**config.mk**
```make
export PLATFORM = sky130hd
export DESIGN_NAME = dmem_lsu
export DESIGN_NICKNAME = d
export VERILOG_FILES = /design/src/rtl/dmem_lsu.sv
export SDC_FILE = /design/constraint.sdc
export NUM_CORES = 1
export LEC_CHECK = 0
export CAP_MARGIN = 20
export CORE_MARGIN = 1.5
export CORE_UTILIZATION = 53
export CTS_BUF_LIST = sky130_fd_sc_hd__clkbuf_4 sky130_fd_sc_hd__clkbuf_8 sky130_fd_sc_hd__clkbuf_16
export DETAILED_ROUTE_END_ITERATION = 8
export PLACE_DENSITY = 0.86
export SLEW_MARGIN = 10
export SYNTH_ARGS = -nofsm -noshare
export SYNTH_HDL_FRONTEND = slang
export SYNTH_SLANG_ARGS = --single-unit
```
**constraint.sdc**
```tcl
create_clock -name clk -period 9.4 [get_ports clk]
set_input_delay 0.94 -clock clk [delete_from_list [all_inputs] [get_ports clk]]
set_output_delay 0.94 -clock clk [all_outputs]
set_load 0.03 [all_outputs]
```
**src/rtl/dmem_lsu.sv**
```systemverilog
// dmem_lsu: load/store initiator between the execute stage and the data memory.
// One request at a time; aligned accesses become a single memory operation.
// Build option DMEM_LSU_SPLIT_EN: when defined, misaligned halfword/word accesses
// are split into byte operations and reassembled. When undefined, they are rejected
// with rspErr and never reach the memory.
module dmem_lsu #(
   parameter int addrWidth = 32,
   parameter int dataWidth = 32
) (
   input  logic                 clk,
   input  logic                 rstn,
   input  logic                 reqValid,
   output logic                 reqReady,
   input  logic                 reqWe,
   input  logic [2:0]           reqOp,
   input  logic [addrWidth-1:0] reqAddr,
   input  logic [dataWidth-1:0] reqData,
   output logic                 rspValid,
   input  logic                 rspReady,
   output logic [dataWidth-1:0] rspData,
   output logic                 rspErr,
   output logic [addrWidth-1:0] memAddr,
   output logic [dataWidth-1:0] memDin,
   output logic [2:0]           memOp,
   output logic                 memWe,
   input  logic [dataWidth-1:0] memDout
);

   typedef enum logic [1:0] {
      IDLE  = 2'd0,
      ISSUE = 2'd1,
      CAPT  = 2'd2,
      RESP  = 2'd3
   } state_t;

   state_t               state;
   logic [2:0]           op_q;
   logic                 we_q;
   logic [addrWidth-1:0] addr_q;
   logic [dataWidth-1:0] data_q;
   logic [1:0]           idx;
   logic [1:0]           last;
   logic                 byte_mode;
   logic [dataWidth-1:0] asm_q;

   logic [2:0]           req_op_norm;
   logic [1:0]           req_mask;
   logic                 req_misaligned;
   logic [1:0]           idx_inc;
   logic [addrWidth-1:0] addr_inc;
   logic [dataWidth-1:0] din_inc;
   logic [dataWidth-1:0] asm_ins;
   logic [dataWidth-1:0] asm_ext;

   // Decode the incoming request: fold the undefined op codes onto LW, derive the size mask and alignment.
   always_comb begin
      req_op_norm = reqOp;
      if (reqOp == 3'd3 || reqOp == 3'd6 || reqOp == 3'd7) begin
         req_op_norm = 3'd2;
      end
      case (req_op_norm)
         3'd0, 3'd4: req_mask = 2'd0;
         3'd1, 3'd5: req_mask = 2'd1;
         default:    req_mask = 2'd3;
      endcase
      req_misaligned = (reqAddr[1:0] & req_mask) != 2'd0;
   end

   // Byte-mode helpers: next byte's address/data, byte insertion into the assembly register, final extension.
   always_comb begin
      idx_inc        = idx + 2'd1;
      addr_inc       = addr_q + addrWidth'(idx_inc);
      din_inc        = '0;
      din_inc[7:0]   = data_q[8*idx_inc +: 8];
      asm_ins        = asm_q;
      asm_ins[8*idx +: 8] = memDout[7:0];
      case (op_q)
         3'd1:    asm_ext = {{16{asm_ins[15]}}, asm_ins[15:0]};
         3'd5:    asm_ext = {16'b0, asm_ins[15:0]};
         default: asm_ext = asm_ins;
      endcase
   end

   // Request FSM with registered handshake and memory-port outputs; the port idles at addr 0 / op LW.
   always_ff @(posedge clk or negedge rstn) begin
      if (!rstn) begin
         state     <= IDLE;
         reqReady  <= 1'b1;
         rspValid  <= 1'b0;
         rspData   <= '0;
         rspErr    <= 1'b0;
         memWe     <= 1'b0;
         memAddr   <= '0;
         memDin    <= '0;
         memOp     <= 3'd2;
         idx       <= 2'd0;
         last      <= 2'd0;
         asm_q     <= '0;
         op_q      <= 3'd2;
         we_q      <= 1'b0;
         addr_q    <= '0;
         data_q    <= '0;
         byte_mode <= 1'b0;
      end else begin
         case (state)
            IDLE: begin
               if (reqValid && reqReady) begin
                  op_q     <= req_op_norm;
                  we_q     <= reqWe;
                  addr_q   <= reqAddr;
                  data_q   <= reqData;
                  idx      <= 2'd0;
                  asm_q    <= '0;
                  reqReady <= 1'b0;
                  if (!req_misaligned) begin
                     state     <= ISSUE;
                     byte_mode <= 1'b0;
                     last      <= 2'd0;
                     memAddr   <= reqAddr;
                     memOp     <= req_op_norm;
                     memDin    <= reqData;
                     memWe     <= reqWe;
                  end else begin
`ifdef DMEM_LSU_SPLIT_EN
                     state     <= ISSUE;
                     byte_mode <= 1'b1;
                     last      <= req_mask;
                     memAddr   <= reqAddr;
                     memOp     <= reqWe ? 3'd0 : 3'd4;
                     memDin    <= dataWidth'(reqData[7:0]);
                     memWe     <= reqWe;
`else
                     state     <= RESP;
                     rspValid  <= 1'b1;
                     rspErr    <= 1'b1;
                     rspData   <= '0;
`endif
                  end
               end
            end
            ISSUE: begin
               if (we_q) begin
                  idx <= idx_inc;
                  if (idx == last) begin
                     state    <= RESP;
                     rspValid <= 1'b1;
                     rspErr   <= 1'b0;
                     rspData  <= '0;
                     memWe    <= 1'b0;
                     memAddr  <= '0;
                     memDin   <= '0;
                     memOp    <= 3'd2;
                  end else begin
                     memAddr <= addr_inc;
                     memDin  <= din_inc;
                  end
               end else begin
                  state   <= CAPT;
                  memWe   <= 1'b0;
                  memAddr <= '0;
                  memDin  <= '0;
                  memOp   <= 3'd2;
               end
            end
            CAPT: begin
               if (!byte_mode) begin
                  asm_q    <= memDout;
                  rspData  <= memDout;
                  state    <= RESP;
                  rspValid <= 1'b1;
                  rspErr   <= 1'b0;
               end else begin
                  asm_q <= asm_ins;
                  idx   <= idx_inc;
                  if (idx == last) begin
                     rspData  <= asm_ext;
                     state    <= RESP;
                     rspValid <= 1'b1;
                     rspErr   <= 1'b0;
                  end else begin
                     state   <= ISSUE;
                     memAddr <= addr_inc;
                     memOp   <= 3'd4;
                     memDin  <= din_inc;
                     memWe   <= 1'b0;
                  end
               end
            end
            RESP: begin
               if (rspReady) begin
                  state    <= IDLE;
                  rspValid <= 1'b0;
                  rspErr   <= 1'b0;
                  reqReady <= 1'b1;
               end
            end
            default: state <= IDLE;
         endcase
      end
   end

endmodule

```
# Word level (Yosys, flattened, before mapping)
# Index checks and enable logic that the tools add are counted.
# totals
ff_bits,172
inputBits,104
output_inout_bits,103
elab_cells,101
# op_classes
add_sub_neg,2
eq_ne,17
shift,1
mux,47
n_bitwise,2
reduce_logical,19
# op_table
operator,count
two-way mux 32 bit,11
one-hot mux 32 bit (2 select lines),2
one-hot mux 32 bit (3 select lines),1
adder 32 x 2 -> 32 bit,1
variable part select 32 x 6 -> 8 bit,1
two-way mux 3 bit,5
AND reduction 5 bit,3
two-way mux 2 bit,7
inequality test 2 bit (second input constant),7
equality test 3 bit (second input constant),4
two-way mux 1 bit,12
two-way mux 8 bit,1
one-hot mux 1 bit (4 select lines),2
one-hot mux 2 bit (2 select lines),2
one-hot mux 2 bit (4 select lines),1
one-hot mux 3 bit (2 select lines),1
AND reduction 3 bit,2
AND reduction 6 bit,1
equality test 2 bit (second input constant),2
zero test 2 bit,2
one-hot mux 1 bit (2 select lines),2
AND reduction 4 bit,1
nonzero test 2 bit,2
OR reduction 2 bit,2
other kinds (12),13

# Depth between registers and ports, before layout
# Gate-level depths: netlist (run 1).
# depth
word_depth,12
depth_mapped,12
mapped_depth_nobuf,9

# Worst setup path after synthesis (run 1)
# Ideal clock, no wire load.
# synth_path
path_kind,register to register
start,register idx[0]
end,register memAddr[24]
t_arrival_ns,2.917
slack_ns,6.348
path_stages_with_launch,13
path_buffers,3
period_less_slack_ns,3.052
path_cell_list,dfrtp_1 -> buf_2 -> inv_1 -> ha_1 -> clkbuf_1 -> inv_1 -> fa_1 -> nand4b_1 -> or2_1 -> buf_2 -> nor4_2 -> xnor2_1 -> o22ai_1
# synth_between
elab_chain_cells,5
# synth_rtl
element,line,source
"start, declared",41,logic [1:0] idx;
"start signal, assigned",143,idx <= idx_inc;
"start signal, assigned",174,idx <= idx_inc;
adder 2 x 1 -> 2 bit,71,idx_inc = idx + 2'd1;
adder 32 x 2 -> 32 bit,72,addr_inc = addr_q + addrWidth'(idx_inc);
two-way mux 32 bit,144,if (idx == last) begin
two-way mux 32 bit,142,if (we_q) begin
one-hot mux 32 bit (2 select lines),105,case (state)
"end signal, assigned",119,memAddr <= reqAddr;
"end signal, assigned",154,memAddr <= addr_inc;
"end signal, assigned",182,memAddr <= addr_inc;
"end, declared",22,"output logic [addrWidth-1:0] memAddr,"
# Several ways; a longest one is shown, not always the timed one.
# A chain may end at the register's enable or synchronous reset.

# Worst setup path after layout (run 1)
# layout_path
start,register idx[0]
end,register memAddr[8]
# The elaborated chain is that of the path after synthesis.

==> impl_metrics.yaml, run 1 <==
run_status:
  outcome: "finished, final reports clean"
cells_and_area:
  antennaDiodeCount: 0
  final_cells: 1129
  nets: 1044
  layout-drive-gt1-share_pct: 13.5
  area_growth_pct: 34.1
  post-route-cell-area_um2: 10800
clock_network:
  clk_pin_slew_ns: 0.06
  clock_path_buffers: 2
  cts_sinks: 172
  cts_tree: "built"
  postCtsHoldBufs: 0
  post_cts_buffers: 0
  clk_root_buffer_cell: "clkbuf_16"
  cts_inserted_buffers: 17
  clk-insertion-delay-late_ns: 0.43
  cts_resized: 0
  cts_max_level: 4
worst_setup_path:
  crit_path_top_delay_cell: "dfrtp_1"
  cp-end-kind: "flop"
  cp_common_cell: "inv_1"
  cp_max_fo: 12
  start_kind: "flop"
  critical_path_buf_inv_count: 2
  r2r_slack_ns: 5.87
  crit_type: "reg -> reg"
  worstPathArrival_ns: 3.84
  required_ns: 9.71
  cp_top_family: "adder cells"
  critical-path-max-stage-delay_ns: 0.73
  path_cells: "inv_1, ha_1, inv_1, fa_1, nand4b_1, or2_1, xnor2_1, a221oi_1, nor2_1"
min_path:
  min_path_type: "reg -> reg"
floorplan:
  dieArea_um2: 16000
  start_util_pct: 55.0
  rows: 44
  core-area_um2: 14700
  die_w_um: 126
  die_h_um: 126
  ios: 207
drt:
  totalWireLength_mm: 20.8
  drc: 0
  wl_per_cell_um: 18.4
  vias_per_cell: 5.69
  postRouteAntennaNets: 0
  drt_iter0_drc: 530
  num_vias: 6422
  dr.pass1.iters: 4
run:
  drv_cap: 0
pwr:
  power.density_nw_per_um2: 140
  p_sw_mw: 0.318
  p_seq_share_pct: 48.8
  p_int_mw: 1.20
  vdd_drop_max_mv: 0.127
  switching_share_pct: 20.9
  total_leakage_power_nw: 4.98
  clkPwrFrac_pct: 46.5
  power_frac_comb_pct: 4.7
timing:
  period_minus_slack_ns: 3.53
  fmax_ghz: 0.284
  hold_violations: 0
  tns_ns: 0
  setup_ws_ns: 5.87
  slew_viol_final: 0
  rsz0062_at_grt: "no"
  worst_pin_slew_ns: 1.00
  whs_ns: 0.470
  slew_headroom_pct: 33.2
  fin_skew_ns: 0.00842
  setup_viol: 0
  period_share_pct: 37.5
logic_synthesis:
  ys_ff_latch: 172
  yosys_warnings: 0
  yosysTopAreaCellShare_pct: 52.6
  synth_largest_area_cell: "dfrtp_1"
  ys.flop_type: "dfrtp_1"
  synth_cells: 748
  async_flop_share_pct: 100
  ys_seq_area_share_pct: 53.3
  yosys-top-cells-count: "dfrtp_1, nand2_1, mux2_2"
  yosysMostFrequentCell: "dfrtp_1"
  syn-cell-area_um2: 8080
  synth_area_leaders: "dfrtp_1, mux2_2, nand2_1, mux2i_1, nand3_1"
  synth_edf_count: 0
  syn_nets: 860
  syn_area_per_cell_um2: 10.8
  synth_cell_types: 49
placed_design:
  placed_cell_area_um2: 10200
  io_buffers: 206
  pre_cts_ws_ns: 5.90
  dp_hpwl_mm: 14.0
  gp_congestion: 0.824
  place_inst: 1096
global_route:
  grt_util_all_layers_pct: 27.0
  grt_pass1_vias: 6521
  grt_pass1_wl_mm: 33.8
  grt_overflow: 0
  grt_max_degree: 107
  antenna_found_initial: 1
[power by group through the flow]
stage / registers (mW) / clock network [mW] / logic (mW)
final: 0.742 / 0.708 / 0.0721
after global routing: 0.742 / 0.752 / 0.0784
after CTS: 0.742 / 0.716 / 0.0731
after detailed placement: 0.756 / 0 / 0.0724
after global placement: 0.756 / 0 / 0.0722
after floorplan: 0.758 / 0 / 0.00258
[flip-flops by register name (all words and copies together), names as in the netlist]
register  cells
memAddr      32
idx           2
data_q       32
memDin       32
rspValid      1
memWe         1
addr_q       32
rspErr        1
state         2
memOp         3
we_q          1
rspData      32
reqReady      1
[worst reg2reg max path, stage by stage (launching register included)]
cell and delay (ns):
dfrtp_1 0.73, inv_1 0.16, ha_1 0.63, inv_1 0.12
fa_1 0.48, nand4b_1 0.22, or2_1 0.45, xnor2_1 0.22
a221oi_1 0.31, nor2_1 0.08
[cell families (layout without fill, tap and decap cells)]
group                      Yosys count  after routing  synth area share [%]
xor gates and xnor gates            24             24                  2.60
AOI/OAI and AO/OA                   92             92                  7.87
and+or+nand+nor                    256            256                  14.8
muxes                              105            105                  15.2
buffers and inverters               91            288                  4.83
adders and majority gates            8              8                  1.33
DFF                                172            172                  53.3
[final cells by class]
| cell class | count | area (um^2) |
|---|---|---|
| Clock buffer | 22 | 488 |
| Inverter | 44 | 165 |
| Sequential cell | 172 | 4310 |
| Fill cell | 1010 | 3870 |
| Tap cell | 184 | 230 |
| Timing Repair Buffer | 212 | 2120 |
| Clock inverter | 10 | 114 |
| Multi-Input combinational cell | 485 | 3410 |
[cells in the final DEF (no fill, tap or decap), types with 16 or more instances in the layout]
master	netlist	layout
clkbuf_16	0	17
a21oi_1	22	22
nand2_1	111	111
xnor2_1	17	17
nand3_1	48	47
a221oi_1	16	16
mux2_2	64	64
inv_1	44	43
dfrtp_1	170	170
nor2_1	57	56
clkdlybuf4s50_1	0	205
mux2i_1	33	33
[worst paths after layout]
kind                            start    endpoint  cells after the start
max in group asynchronous        rstn  data_q[12]                      2
min in group asynchronous        rstn  memAddr[9]                      1
max                            idx[0]  memAddr[8]                      9
max reg2reg                    idx[0]  memAddr[8]                      9
min                        memDin[10]  memDin[10]                      2
min reg2reg                memDin[10]  memDin[10]                      2
[routing by layer]
layer	up-vias	routed length, um	global-route usage [%]
li1	2952	-	-
met1	3217	8530	34.5
met2	224	10400	44.3
met3	29	1530	8.77
met4	0	342	7.98
met5	-	0	0
[through the flow]
stage	power (mW)	util, %
4_1_cts	1.53	73.6
5_1_grt	1.57	73.7
2_1_floorplan	0.760	-
3_3_place_gp	0.828	69.5
6_report	1.52	73.7
3_5_place_dp	0.828	69.5
No activity file was read; power rests on OpenSTA's default activity.
==> inputs of run 2 (changes only) <==
--- a/config.mk
+++ b/config.mk
@@ -7,10 +7,10 @@
 export LEC_CHECK = 0
 export CAP_MARGIN = 20
 export CORE_MARGIN = 1.5
-export CORE_UTILIZATION = 53
+export CORE_UTILIZATION = 45
 export CTS_BUF_LIST = sky130_fd_sc_hd__clkbuf_4 sky130_fd_sc_hd__clkbuf_8 sky130_fd_sc_hd__clkbuf_16
 export DETAILED_ROUTE_END_ITERATION = 8
-export PLACE_DENSITY = 0.86
+export PLACE_DENSITY = 0.77
 export SLEW_MARGIN = 10
 export SYNTH_ARGS = -nofsm -noshare
 export SYNTH_HDL_FRONTEND = slang
==> constraint.sdc (replaced) <==
create_clock -name clk -period 2.8 [get_ports clk]
set_input_delay 0.28 -clock clk [delete_from_list [all_inputs] [get_ports clk]]
set_output_delay 0.28 -clock clk [all_outputs]
set_load 0.03 [all_outputs]
==> impl_metrics.yaml, run 2 (same netlist as run 1, synthesis figures left out) <==
cells_and_area:
  final_cells: 1180
  area_growth_pct: 36.4
  nets: 1057
  final_cell_mix: "clkdlybuf4s50_1, dfrtp_1, nand2_1, mux2_2, nor2_1"
  layout-drive-gt1-share_pct: 14.3
  layout_commonest_cell: "clkdlybuf4s50_1"
  antennaDiodeCount: 0
  post-route-cell-area_um2: 11000
timing:
  rsz0062_at_grt: "no"
  hold_violations: 0
  slew_viol_final: 0
  tns_ns: 0
  slew_headroom_pct: 31.4
  fmax_ghz: 0.377
  fin_skew_ns: 0.00733
  setup_viol: 0
  period_minus_slack_ns: 2.65
  period_share_pct: 94.6
  worst_pin_slew_ns: 1.03
drt:
  drc: 0
  vias_per_cell: 5.41
  wl_per_cell_um: 17.9
  totalWireLength_mm: 21.1
  drt_iter0_drc: 278
  dr.pass1.iters: 5
  postRouteAntennaNets: 0
  num_vias: 6381
clock_network:
  cts_inserted_buffers: 17
  cts_sinks: 172
  clock_path_buffers: 2
  cts_max_level: 4
  post_cts_buffers: 0
  clk_root_buffer_cell: "clkbuf_16"
  clk_pin_slew_ns: 0.06
  clk-insertion-delay-late_ns: 0.43
  cts_tree: "built"
pwr:
  clkPwrFrac_pct: 46.5
  p_sw_mw: 1.08
  total_leakage_power_nw: 5.07
  power_frac_comb_pct: 4.9
  p_seq_share_pct: 48.5
  vdd_drop_max_mv: 0.430
  p_int_mw: 4.06
  power.density_nw_per_um2: 466
  switching_share_pct: 20.9
global_route:
  antenna_found_initial: 1
  grt_util_all_layers_pct: 23.1
  grt_pass1_wl_mm: 33.2
  grt_pass1_vias: 6405
  grt_overflow: 0
  grt_max_degree: 80
placed_design:
  io_buffers: 206
  dp_hpwl_mm: 14.5
  placed_cell_area_um2: 10400
  gp_congestion: 0.798
  place_inst: 1150
worst_setup_path:
  startpoint: "idx[0]"
  crit_path_top_delay_cell: "fa_1"
  required_ns: 3.11
  r2r_start: "idx[0]"
  start_kind: "flop"
  critical-path-max-stage-delay_ns: 0.46
  crit_cells: 9
  crit_type: "reg -> reg"
  reg2reg_to: "memAddr[20]"
  cp_max_fo: 12
  cp_common_cell: "inv_1"
  path_cells: "inv_1, ha_1, inv_1, fa_1, nand4b_1, or2_1, o31a_1, o21ai_0, a21oi_1"
  crit_end: "memAddr[20]"
  cp-end-kind: "flop"
  critical_path_buf_inv_count: 2
  worstPathArrival_ns: 2.95
  r2r_slack_ns: 0.15
  cp_top_family: "adder cells"
  ff2ff_path_depth: 9
floorplan:
  start_util_pct: 46.4
  rows: 48
  dieArea_um2: 18800
  ios: 207
  die_h_um: 137
  core-area_um2: 17400
  die_w_um: 137
run:
  drv_cap: 0
run_status:
  outcome: "finished, final reports clean"
min_path:
  min_path_type: "in -> reg"
run 2: changes by cell type in the layout (fill, tap and decap cells not counted), sizes merged, moves of 2 or more:
cell | before | now
inv | 44 | 46
buf | 7 | 19
clkinvlp | 4 | 2
clkbuf | 22 | 19
run 2: stage by stage:
step / utilization [%] / power [mW] / setup slack, ns / hold WS [ns]
finish: 63.3 / 5.13 / 0.150 / 0.409
global route: 63.3 / 5.29 / 0.00846 / 0.410
CTS: 63.3 / 5.18 / 0.139 / 0.396
detailed placement: 59.8 / 2.79 / 0.165 / 0.387
global placement: 59.8 / 2.79 / 0.273 / 0.388
floorplan: - / 2.55 / 0.00601 / -0.0156
run 2: metal layers:
layer	share of wire (%)	track usage, %	wire length, um	vias up
met2	49	38.2	10400	199
met1	43	29.5	9000	3162
li1	-	-	-	2986
met5	0.062	0	13	-
met3	6.8	6.07	1430	32
met4	1.5	7.31	321	2
run 2: worst min path at each step:
stage,start,to,slack [ns],cells past startpoint
after floorplan,rstn,addr_q[0],-0.02,0
after global placement,rstn,memDin[19],0.39,1
after detailed placement,rstn,memDin[19],0.39,1
after CTS,memDout[15],rspData[15],0.40,3
after global routing,memDout[15],rspData[15],0.41,3
final,reqOp[2],memOp[2],0.41,3
run 2: tightest hold or removal path, stage by stage:
cell and delay (ns):
clkdlybuf4s50_1 0.39, nand2_1 0.06, o31ai_1 0.06
run 2: cell type report:
class	count	area, um^2
Multi-Input combinational cell	485	3410
Fill cell	1392	6400
Timing Repair Buffer	225	2270
Tap cell	225	282
Clock buffer	19	447
Clock inverter	10	141
Sequential cell	172	4310
Inverter	44	165
run 2: power groups by stage:
stage	logic (mW)	clock network (mW)	registers, mW
3_3_place_gp	0.253	0	2.54
5_1_grt	0.274	2.53	2.49
4_1_cts	0.257	2.43	2.49
3_5_place_dp	0.254	0	2.54
2_1_floorplan	0.00866	0	2.54
6_report	0.252	2.39	2.49
run 2: what timing repair did:
| item | CTS | global route |
|---|---|---|
| hold endpoints to repair | 75 | 0 |
| hold buffers | 1 | 0 |
| endpoints found under the setup margin | 0 | 0 |
| resized for setup | 0 | 0 |
==> inputs of run 3 (changes only) <==
--- a/config.mk
+++ b/config.mk
@@ -10,6 +10,7 @@
 export CORE_UTILIZATION = 45
 export CTS_BUF_LIST = sky130_fd_sc_hd__clkbuf_4 sky130_fd_sc_hd__clkbuf_8 sky130_fd_sc_hd__clkbuf_16
 export DETAILED_ROUTE_END_ITERATION = 8
+export MAX_ROUTING_LAYER = met4
 export PLACE_DENSITY = 0.77
 export SLEW_MARGIN = 10
 export SYNTH_ARGS = -nofsm -noshare
==> impl_metrics.yaml, run 3 (same netlist as run 1, synthesis figures left out) <==
timing:
  worst_pin_slew_ns: 1.03
  setup_viol: 0
  slew_viol_final: 0
  slew_headroom_pct: 31.4
  fmax_ghz: 0.374
  period_share_pct: 95.4
  tns_ns: 0
  period_minus_slack_ns: 2.67
  fin_skew_ns: 0.00749
  rsz0062_at_grt: "no"
  hold_violations: 0
pwr:
  total_leakage_power_nw: 5.07
  power_frac_comb_pct: 4.9
  switching_share_pct: 20.9
  vdd_drop_max_mv: 0.429
  p_int_mw: 4.06
  p_sw_mw: 1.07
  power.density_nw_per_um2: 466
  clkPwrFrac_pct: 46.5
  p_seq_share_pct: 48.5
clock_network:
  cts_sinks: 172
  post_cts_buffers: 0
  postCtsHoldBufs: 1
  cts_tree: "built"
  cts_max_level: 4
  clk-insertion-delay-late_ns: 0.43
  clk_pin_slew_ns: 0.06
  cts_resized: 0
  clock_path_buffers: 2
  cts_inserted_buffers: 17
  clk_root_buffer_cell: "clkbuf_16"
worst_setup_path:
  ff2ff_path_depth: 9
  cp-end-kind: "flop"
  crit_type: "reg -> reg"
  required_ns: 3.10
  cp_max_fo: 12
  start_kind: "flop"
  worstPathArrival_ns: 2.97
global_route:
  grt_pass1_wl_mm: 33.2
  grt_max_degree: 80
  grt_overflow: 0
  grt_util_all_layers_pct: 23.8
  grt_pass1_vias: 6405
  antenna_found_initial: 1
placed_design:
  dp_hpwl_mm: 14.5
  io_buffers: 206
  placed_cell_area_um2: 10400
  gp_congestion: 0.809
drt:
  drc: 0
  totalWireLength_mm: 21.1
  wl_per_cell_um: 17.9
  postRouteAntennaNets: 0
  vias_per_cell: 5.41
  drt_iter0_drc: 363
  num_vias: 6395
  dr.pass1.iters: 4
cells_and_area:
  area_growth_pct: 36.4
  nets: 1057
  fill_cells: 1391
  layout-drive-gt1-share_pct: 14.3
  final_cell_mix: "clkdlybuf4s50_1, dfrtp_1, nand2_1, mux2_2, nor2_1"
  post-route-cell-area_um2: 11000
  layout_commonest_cell: "clkdlybuf4s50_1"
min_path:
  whs_path_depth: 3
  min_path_type: "in -> reg"
run:
  drv_cap: 0
run_status:
  outcome: "finished, final reports clean"
floorplan:
  core-area_um2: 17400
  die_h_um: 137
  rows: 48
  dieArea_um2: 18800
  start_util_pct: 46.4
  ios: 207
  die_w_um: 137
-- run 3: changes by cell type in the layout (fill, tap and decap cells not counted) --
| cell | before | now |
|---|---|---|
| diode_2 | 0 | 1 |
-- run 3: metal layers --
metal  vias up  part of all wire (%)  GRT usage, %
li1       2984                     -             -
met1      3171                    43          29.7
met2       205                    49          38.2
met3        35                   6.9          6.07
met4         0                   1.6          7.31
met5         -                     0             -
-- run 3: area by class of cell --
cell class,instances,area [um^2],share of cell area [%]
Multi-Input combinational cell,485,3410,30.9
Tap cell,225,282,2.55
Timing Repair Buffer,225,2270,20.6
Sequential cell,172,4310,39.1
Clock buffer,19,447,4.05
Antenna cell,1,2.50,0.0227
Inverter,44,165,1.50
Clock inverter,10,141,1.28
-- run 3: final timing paths --
| kind | startpoint | end | slack (ns) |
|---|---|---|---|
| max | idx[0] | memAddr[20] | 0.13 |
| min | memDout[2] | rspData[2] | 0.41 |
| max reg2reg | idx[0] | memAddr[20] | 0.13 |
| min reg2reg | memDin[15] | memDin[15] | 0.47 |
| max in group asynchronous | rstn | memOp[1] | 1.56 |
| min in group asynchronous | rstn | memDin[19] | 0.47 |
-- run 3: critical path: stages, from the launching register on --
cell      delay [ns]
dfrtp_1         0.35
inv_1           0.07
ha_1            0.30
inv_1           0.06
fa_1            0.46
nand4b_1        0.24
or2_1           0.45
o31a_1          0.36
o21ai_0         0.17
a21oi_1         0.09
-- run 3: power by group through the flow --
stage	Clock [mW]	Combinational (mW)	Sequential (mW)
2_1_floorplan	0	0.00866	2.54
6_report	2.39	0.252	2.49
5_1_grt	2.53	0.274	2.49
3_3_place_gp	0	0.253	2.54
3_5_place_dp	0	0.254	2.54
4_1_cts	2.43	0.257	2.49
-- run 3: stage by stage --
stage | setup slack [ns] | utilization, % | total power, mW | std cells | hold WS, ns
final | 0.129 | 63.3 | 5.13 | 1181 | 0.408
after global routing | 0.00845 | 63.3 | 5.30 | 1181 | 0.409
after CTS | 0.139 | 63.3 | 5.18 | 1180 | 0.396
after detailed placement | 0.165 | 59.8 | 2.79 | 1150 | 0.387
after global placement | 0.273 | 59.8 | 2.79 | 1150 | 0.388
after floorplan | 0.00601 | - | 2.55 | 748 | -0.0156
